$ cat src/rtl/frame_stream_reader.sv
// frame_stream_reader: sweeps one ping-pong buffer half per frame-ready edge and streams it out
// with sop/eop markers, tracking the frame's peak |sample| and flagging overlapping frame starts.
module frame_stream_reader #(
    parameter int DATA_BITS = 16,
    parameter int ADDR_BITS = 10,
    parameter int RD_LAT    = 1
) (
    input  logic                 mclk,
    input  logic                 rst_n,
    input  logic                 frame_start_i,
    output logic [ADDR_BITS-1:0] buf_raddr_o,
    input  logic [DATA_BITS-1:0] buf_rdata_i,
    output logic [DATA_BITS-1:0] m_data_o,
    output logic                 m_valid_o,
    input  logic                 m_ready_i,
    output logic                 m_sop_o,
    output logic                 m_eop_o,
    output logic                 busy_o,
    output logic [DATA_BITS-1:0] peak_o,
    output logic                 peak_valid_o,
    output logic                 overrun_o
);
    localparam int FIFO_DEPTH = RD_LAT + 2;
    localparam int PW = $clog2(FIFO_DEPTH);
    localparam int CW = $clog2(FIFO_DEPTH + 1);
    localparam logic [CW:0] DEPTH_W = (CW+1)'(FIFO_DEPTH);
    localparam logic [PW-1:0] LAST_PTR = PW'(FIFO_DEPTH - 1);

    typedef enum logic {IDLE, STREAM} state_t;
    state_t state, state_next;

    logic                 start_q, start_evt, issue, capture, fire, last;
    logic [ADDR_BITS:0]   issue_cnt;
    logic [ADDR_BITS-1:0] acc_cnt, raddr_q;
    logic [RD_LAT-1:0]    rd_pipe;
    logic [CW-1:0]        occ, infl;
    logic [PW-1:0]        wr_ptr, rd_ptr;
    logic [DATA_BITS-1:0] mem [FIFO_DEPTH];
    logic [DATA_BITS-1:0] mag, run_max, max_next;

    assign start_evt = frame_start_i & ~start_q;
    assign busy_o    = state == STREAM;
    // Reads are issued only against free FIFO slots, so returning data always has room.
    assign issue       = busy_o && !issue_cnt[ADDR_BITS] && ({1'b0, occ} + {1'b0, infl}) < DEPTH_W;
    assign capture     = rd_pipe[RD_LAT-1];
    assign buf_raddr_o = issue ? issue_cnt[ADDR_BITS-1:0] : raddr_q;
    assign m_valid_o   = occ != '0;
    assign m_data_o    = m_valid_o ? mem[rd_ptr] : '0;
    assign fire        = m_valid_o & m_ready_i;
    assign m_sop_o     = m_valid_o && acc_cnt == '0;
    assign m_eop_o     = m_valid_o && &acc_cnt;
    assign last        = fire & m_eop_o;
    assign mag         = m_data_o[DATA_BITS-1] ? ~m_data_o + DATA_BITS'(1) : m_data_o;
    assign max_next    = mag > run_max ? mag : run_max;

    always_comb begin
        state_next = state;
        if (state == IDLE && start_evt) state_next = STREAM;
        else if (last) state_next = IDLE;
    end

    always_ff @(posedge mclk or negedge rst_n)
        if (!rst_n) state <= IDLE;
        else state <= state_next;

    always_ff @(posedge mclk)
        if (capture) mem[wr_ptr] <= buf_rdata_i;

    always_ff @(posedge mclk or negedge rst_n) begin
        if (!rst_n) begin
            start_q      <= 1'b0;
            issue_cnt    <= '0;
            acc_cnt      <= '0;
            raddr_q      <= '0;
            rd_pipe      <= '0;
            occ          <= '0;
            infl         <= '0;
            wr_ptr       <= '0;
            rd_ptr       <= '0;
            run_max      <= '0;
            peak_o       <= '0;
            peak_valid_o <= 1'b0;
            overrun_o    <= 1'b0;
        end else begin
            start_q      <= frame_start_i;
            peak_valid_o <= last;
            overrun_o    <= start_evt && busy_o;
            rd_pipe      <= (rd_pipe << 1) | RD_LAT'(issue);
            occ          <= occ + CW'(capture) - CW'(fire);
            if (state == IDLE && start_evt) begin
                issue_cnt <= '0;
                acc_cnt   <= '0;
                infl      <= '0;
                run_max   <= '0;
            end else begin
                infl <= infl + CW'(issue) - CW'(capture);
                if (issue) begin
                    issue_cnt <= issue_cnt + (ADDR_BITS+1)'(1);
                    raddr_q   <= issue_cnt[ADDR_BITS-1:0];
                end
                if (fire) begin
                    acc_cnt <= acc_cnt + ADDR_BITS'(1);
                    run_max <= max_next;
                end
            end
            if (capture) wr_ptr <= wr_ptr == LAST_PTR ? '0 : wr_ptr + PW'(1);
            if (fire) rd_ptr <= rd_ptr == LAST_PTR ? '0 : rd_ptr + PW'(1);
            if (last) peak_o <= max_next;
        end
    end
endmodule

$ cat config.mk
export PLATFORM = sky130hd
export DESIGN_NAME = frame_stream_reader
export DESIGN_NICKNAME = d
export VERILOG_FILES = /design/src/rtl/frame_stream_reader.sv
export SDC_FILE = /design/constraint.sdc
export NUM_CORES = 1
export LEC_CHECK = 0
export BUFFER_PORTS_ARGS = -buffer_cell sky130_fd_sc_hd__clkbuf_2
export CAP_MARGIN = 20
export CORE_MARGIN = 2
export CORE_UTILIZATION = 54
export DETAILED_ROUTE_END_ITERATION = 10
export GPL_TIMING_DRIVEN = 0
export HOLD_SLACK_MARGIN = 0.1
export PLACE_DENSITY = 0.76
export SYNTH_ARGS = -nofsm -noshare
export SYNTH_HDL_FRONTEND = slang
export SYNTH_SLANG_ARGS = --single-unit
$ cat constraint.sdc
create_clock -name mclk -period 8.4 [get_ports mclk]
set_input_delay 1.68 -clock mclk [delete_from_list [all_inputs] [get_ports mclk]]
set_output_delay 1.68 -clock mclk [all_outputs]
set_load 0.05 [all_outputs]
* Yosys cells after proc, flatten, opt, wreduce, memory -nomap -nowiden
Memories as Yosys holds them, arrays and structs flattened. Index checks and enable logic that the tools add are counted.
Cells by class: add/sub/neg operators 10, multipliers 0, divide/modulo/power cells 0, magnitude comparators 2, equality and inequality tests 2, shift-type cells 0, muxes and demuxes 17, bitwise logic cells 6, reduce and logical (&&, ||, !) cells 13
Operators with widths (count):
- 2-to-1 mux 16 bit | 5
- 2-to-1 mux 10 bit | 3
- 2-to-1 mux 11 bit | 2
- adder 16 x 1 -> 16 bit, second input constant | 1
- greater-than comparator 16 bit | 1
- inverter 16 bit | 1
- adder 11 x 1 -> 11 bit, second input constant | 1
- adder 10 x 1 -> 10 bit, second input constant | 1
- logical NOT 10 bit | 1
- AND reduction 10 bit | 1
- nonzero test 2 bit | 4
- logical AND 1 bit | 6
- 2-to-1 mux 2 bit | 3
- adder 2 x 1 -> 2 bit | 2
- adder 2 x 1 -> 2 bit, second input constant | 2
- equality test 2 bit, second input constant | 2
- 2-to-1 mux 1 bit | 4
- subtractor 2 x 1 -> 2 bit | 2
- adder 2 x 2 -> 3 bit | 1
- bitwise AND 1 bit | 3
- < comparator 3 x 2 -> 1 bit, second input constant | 1
- inverter 1 bit | 2
- logical NOT 1 bit | 1
Storage, ports and cells: register bits 76, latch bits 0, bits in writable memories 48, ROM bits 0, bits of input ports 20, output and inout bits 48, word-level logic and storage cells 65, memories kept 1
Memory list:
- mem | words 3, width 16, read ports 1, clocked after Yosys merged registers in 0, write ports 1, line 38 | logic [DATA_BITS-1:0] mem [FIFO_DEPTH];

* Logic depth before layout (Yosys ltp)
word-level depth 9, mapped depth 22

* Worst setup path after synthesis
No wires, ideal clock.
path kind reg2reg, start register occ[1], end register peak_o[15], arrival time 4.630 ns, setup slack 3.688 ns, stages on the path, launching flop included 21, period minus slack after synthesis 4.712 ns, path through dfrtp_1 > nor2_1 > clkbuf_1 > nor2_1 > inv_1 > ha_1 > inv_1 > o31a_1 > nor4_2 > a41oi_1 > xnor2_1 > and2_1 > ha_1 > and3_1 > nand3_1 > nor4_1 > a21o_1 > buf_2 > clkbuf_1 > nand2_1 > a31oi_1
On the way: word-level cells in the longest chain between the ends 7
Ends and longest elaborated chain:
- start: declaration | line 36 | logic [CW-1:0] occ, infl;
- start signal: assignment | line 89 | occ <= occ + CW'(capture) - CW'(fire);
- nonzero test 2 bit (*) | line 47 | assign m_valid_o = occ != '0;
- 2-to-1 mux 16 bit (*) | line 48 | assign m_data_o = m_valid_o ? mem[rd_ptr] : '0;
- net m_data_o[0] | line 13 | output logic [DATA_BITS-1:0] m_data_o,
- inverter 16 bit | line 53 | assign mag = m_data_o[DATA_BITS-1] ? ~m_data_o + DATA_BITS'(1) : m_data_o;
- adder 16 x 1 -> 16 bit | line 53
- 2-to-1 mux 16 bit (*) | line 53
- greater-than comparator 16 bit | line 54 | assign max_next = mag > run_max ? mag : run_max;
- 2-to-1 mux 16 bit (*) | line 54
- end signal: assignment | line 108 | if (last) peak_o <= max_next;
- end: declaration | line 19 | output logic [DATA_BITS-1:0] peak_o,
The timed path passes the listed nets; every way through them passes the cells marked *. A chain may end at the register's enable or synchronous reset.

* Worst setup path after layout
start register occ[1], end register peak_o[8]
On the way: word-level cells in the longest chain between the ends 7
Ends and longest elaborated chain (line):
- nonzero test 2 bit (*) | 47
- 2-to-1 mux 16 bit | 48
- inverter 16 bit | 53
- adder 16 x 1 -> 16 bit | 53
- 2-to-1 mux 16 bit | 53
- greater-than comparator 16 bit | 54
- 2-to-1 mux 16 bit | 54
Every way passes the cells marked *; elsewhere a longest branch is shown, timed or not.

==> results.toml <==
[status]
run_status = "finished clean"

[layout]
fillers = 914
diodes = 0
post-route-util = 0.6529
multi_input_area_um2 = 2735
area_growth_pct = 17.96
fin_cells = 845
fin_nets = 735
drive_above_1_share = 0.2051
seq_area_um2 = 3343

[timing]
tns_ps = 0
grt_setup_unrepaired = "false"
hold_viol = 0
timing.hold.ws_ps = 473.7
fmax_ghz = 0.1700
fin_crit_sh = 0.7003
setup_viol = 0
maxSlewViolCount = 0
min_period_ps = 5882
slew_headroom = 0.4001
worst_slew_pin_slew_ps = 898.8
skew_ps = 8.958

[synthesis]
yosysMostFrequentCell = "nand2_1"
synth_common_cells = "nand2_1 (113), dfrtp_1 (76), nor2_1 (62)"
syn_area_um2 = 6320
synth_top_area_cell = "dfrtp_1"
synthTopCellsByArea = "dfrtp_1 (30%), edfxtp_1 (23%), nand2_1 (6.7%)"
synth_nets = 646
avgSynthCellArea_um2 = 10.53
synth_top_area_share = 0.3009
synth_top_flop_cell = "dfrtp_1"
synthArstFlopShare = 0.6129
synthCells = 600
synth_edf_count = 48
synth-seq-cells = 124
ys_seq_area_frac = 0.5290
synth_cell_types = 66
yosysWarnings = 0

[die]
dieArea_um2 = 12580
io_pins = 68
die_width_um = 112.2
core-area_um2 = 11420
die_h_um = 112.2
rows = 39
start_util = 0.5535

[route]
vias = 4776
dr.pass1.iters = 5
finalWirelength_mm = 14.14
drc = 0
wl_per_cell_um = 16.73
viasPerCell = 5.652
ant_nets = 0
first_iter_violations = 428

[placement]
dp_hpwl_mm = 10.27
dp.cells = 813
io_buffers = 67
gp_congestion = 0.8743

[clocking]
clock_latency_ps = 420
htreeDepth = 4
cts_hold_buffers = 0
cts_root_buf = "clkbuf_16"
clk_pin_slew_ps = 60
cts_tree = "built"
numCtsBuffers = 17
clockBufferDepth = 2
post-cts-setup-buffers = 0
clock_sinks = 124
ctsResizeCount = 0

[setup_path]
reg2reg_slack_ps = 2520
required_ps = 8740
cp-end-kind = "register"
endpoint = "peak_o[8]"
r2r_start = "occ[1]"
crit_path_max_fanout = 10
cp.arrival_ps = 6220
start_kind = "register"
crit_start = "occ[1]"
critical_path_class = "reg -> reg"
worstReg2RegEnd = "peak_o[8]"
rr_worst_depth = 20

[min_path]
min_path_cells = 2
hp-class = "reg -> reg"

[global_routing]
grt_pass1_vias = 4793
grt_pass1_wl_mm = 23.73
antenna_found_initial = 0
grt_max_degree = 65
grt_usage = 0.2421
grt_overflow = 0

[run]
maxCapViolCount = 0
[layout make-up]
cell class	instances	share of cell area
Inverter	32	0.01611
Sequential cell	124	0.4485
Timing Repair Buffer	70	0.05203
Clock inverter	10	0.01208
Tap cell	143	0.02400
Buffer	25	0.01796
Clock buffer	22	0.06244
Multi-Input combinational cell	419	0.3669
[cell usage in the layout, fill, tap and decap left out, types with 12 or more instances in the layout]
cell,synthesis,layout
inv_1,31,31
nand3_1,22,22
dfrtp_1,76,76
clkbuf_16,0,18
ha_1,25,25
xnor2_1,16,16
o21ai_0,12,12
edfxtp_1,48,48
xor2_1,15,15
clkbuf_1,13,17
a21oi_1,24,24
nand2_1,113,113
clkbuf_2,0,66
nor2_1,62,61
[worst max-delay path, stage by stage (launching register included)]
cell and delay, ps:
dfrtp_1 420, nor2_1 540, clkbuf_1 570, nor2_1 270, inv_1 160, ha_1 200
inv_1 70, o31a_1 310, nor4_2 340, a41oi_1 200, xnor2_1 210, and2_1 210
ha_1 290, and3_1 200, nand3_1 150, nor4_1 600, a21o_1 150, buf_2 200
clkbuf_1 390, nand2_1 110, a31oi_1 190
[flip-flops by register name (all words and copies together), names as in the netlist, 2 cells and up]
name / count
mem: 48
issue_cnt: 11
infl: 2
run_max: 16
occ: 2
rd_ptr: 2
wr_ptr: 2
peak_o: 16
raddr_q: 10
acc_cnt: 10
[stage by stage]
step,setup WS [ps],instance area [µm²]
finish,2518,7455
global placement,2654,6834
CTS,2571,7455
global route,1995,7455
detailed placement,2611,6899
floorplan,3688,6320
[kinds of logic (layout without fill, tap and decap cells)]
logic type / Yosys count / after routing / share of synthesized area
buffers and inverters: 57 / 159 / 0.04019
xor gates and xnor gates: 31 / 31 / 0.04296
DFF: 124 / 124 / 0.5290
AOI/OAI and AO/OA: 97 / 97 / 0.1043
muxes: 26 / 26 / 0.05563
and+or+nand+nor: 239 / 239 / 0.1752
adders and majority gates: 26 / 26 / 0.05266
[how the worst min path moves through the flow]
stage,startpoint,endpoint
after CTS,raddr_q[7],raddr_q[7]
after floorplan,raddr_q[7],raddr_q[7]
after global routing,raddr_q[1],raddr_q[1]
after global placement,raddr_q[4],raddr_q[4]
after detailed placement,raddr_q[7],raddr_q[7]
final,raddr_q[4],raddr_q[4]
[metal layers]
metal  global-route usage  part of all wire  vias up
met1               0.3198              0.44     2309
met4              0.09837             0.018        0
met5                    0                 0        -
met2               0.3871              0.48      154
met3              0.05994             0.061       25
li1                     -                 -     2288
Power is left out: the tool's default activity adds up to more than one toggle a clock period on the data nets, which glitch-free logic cannot reach.
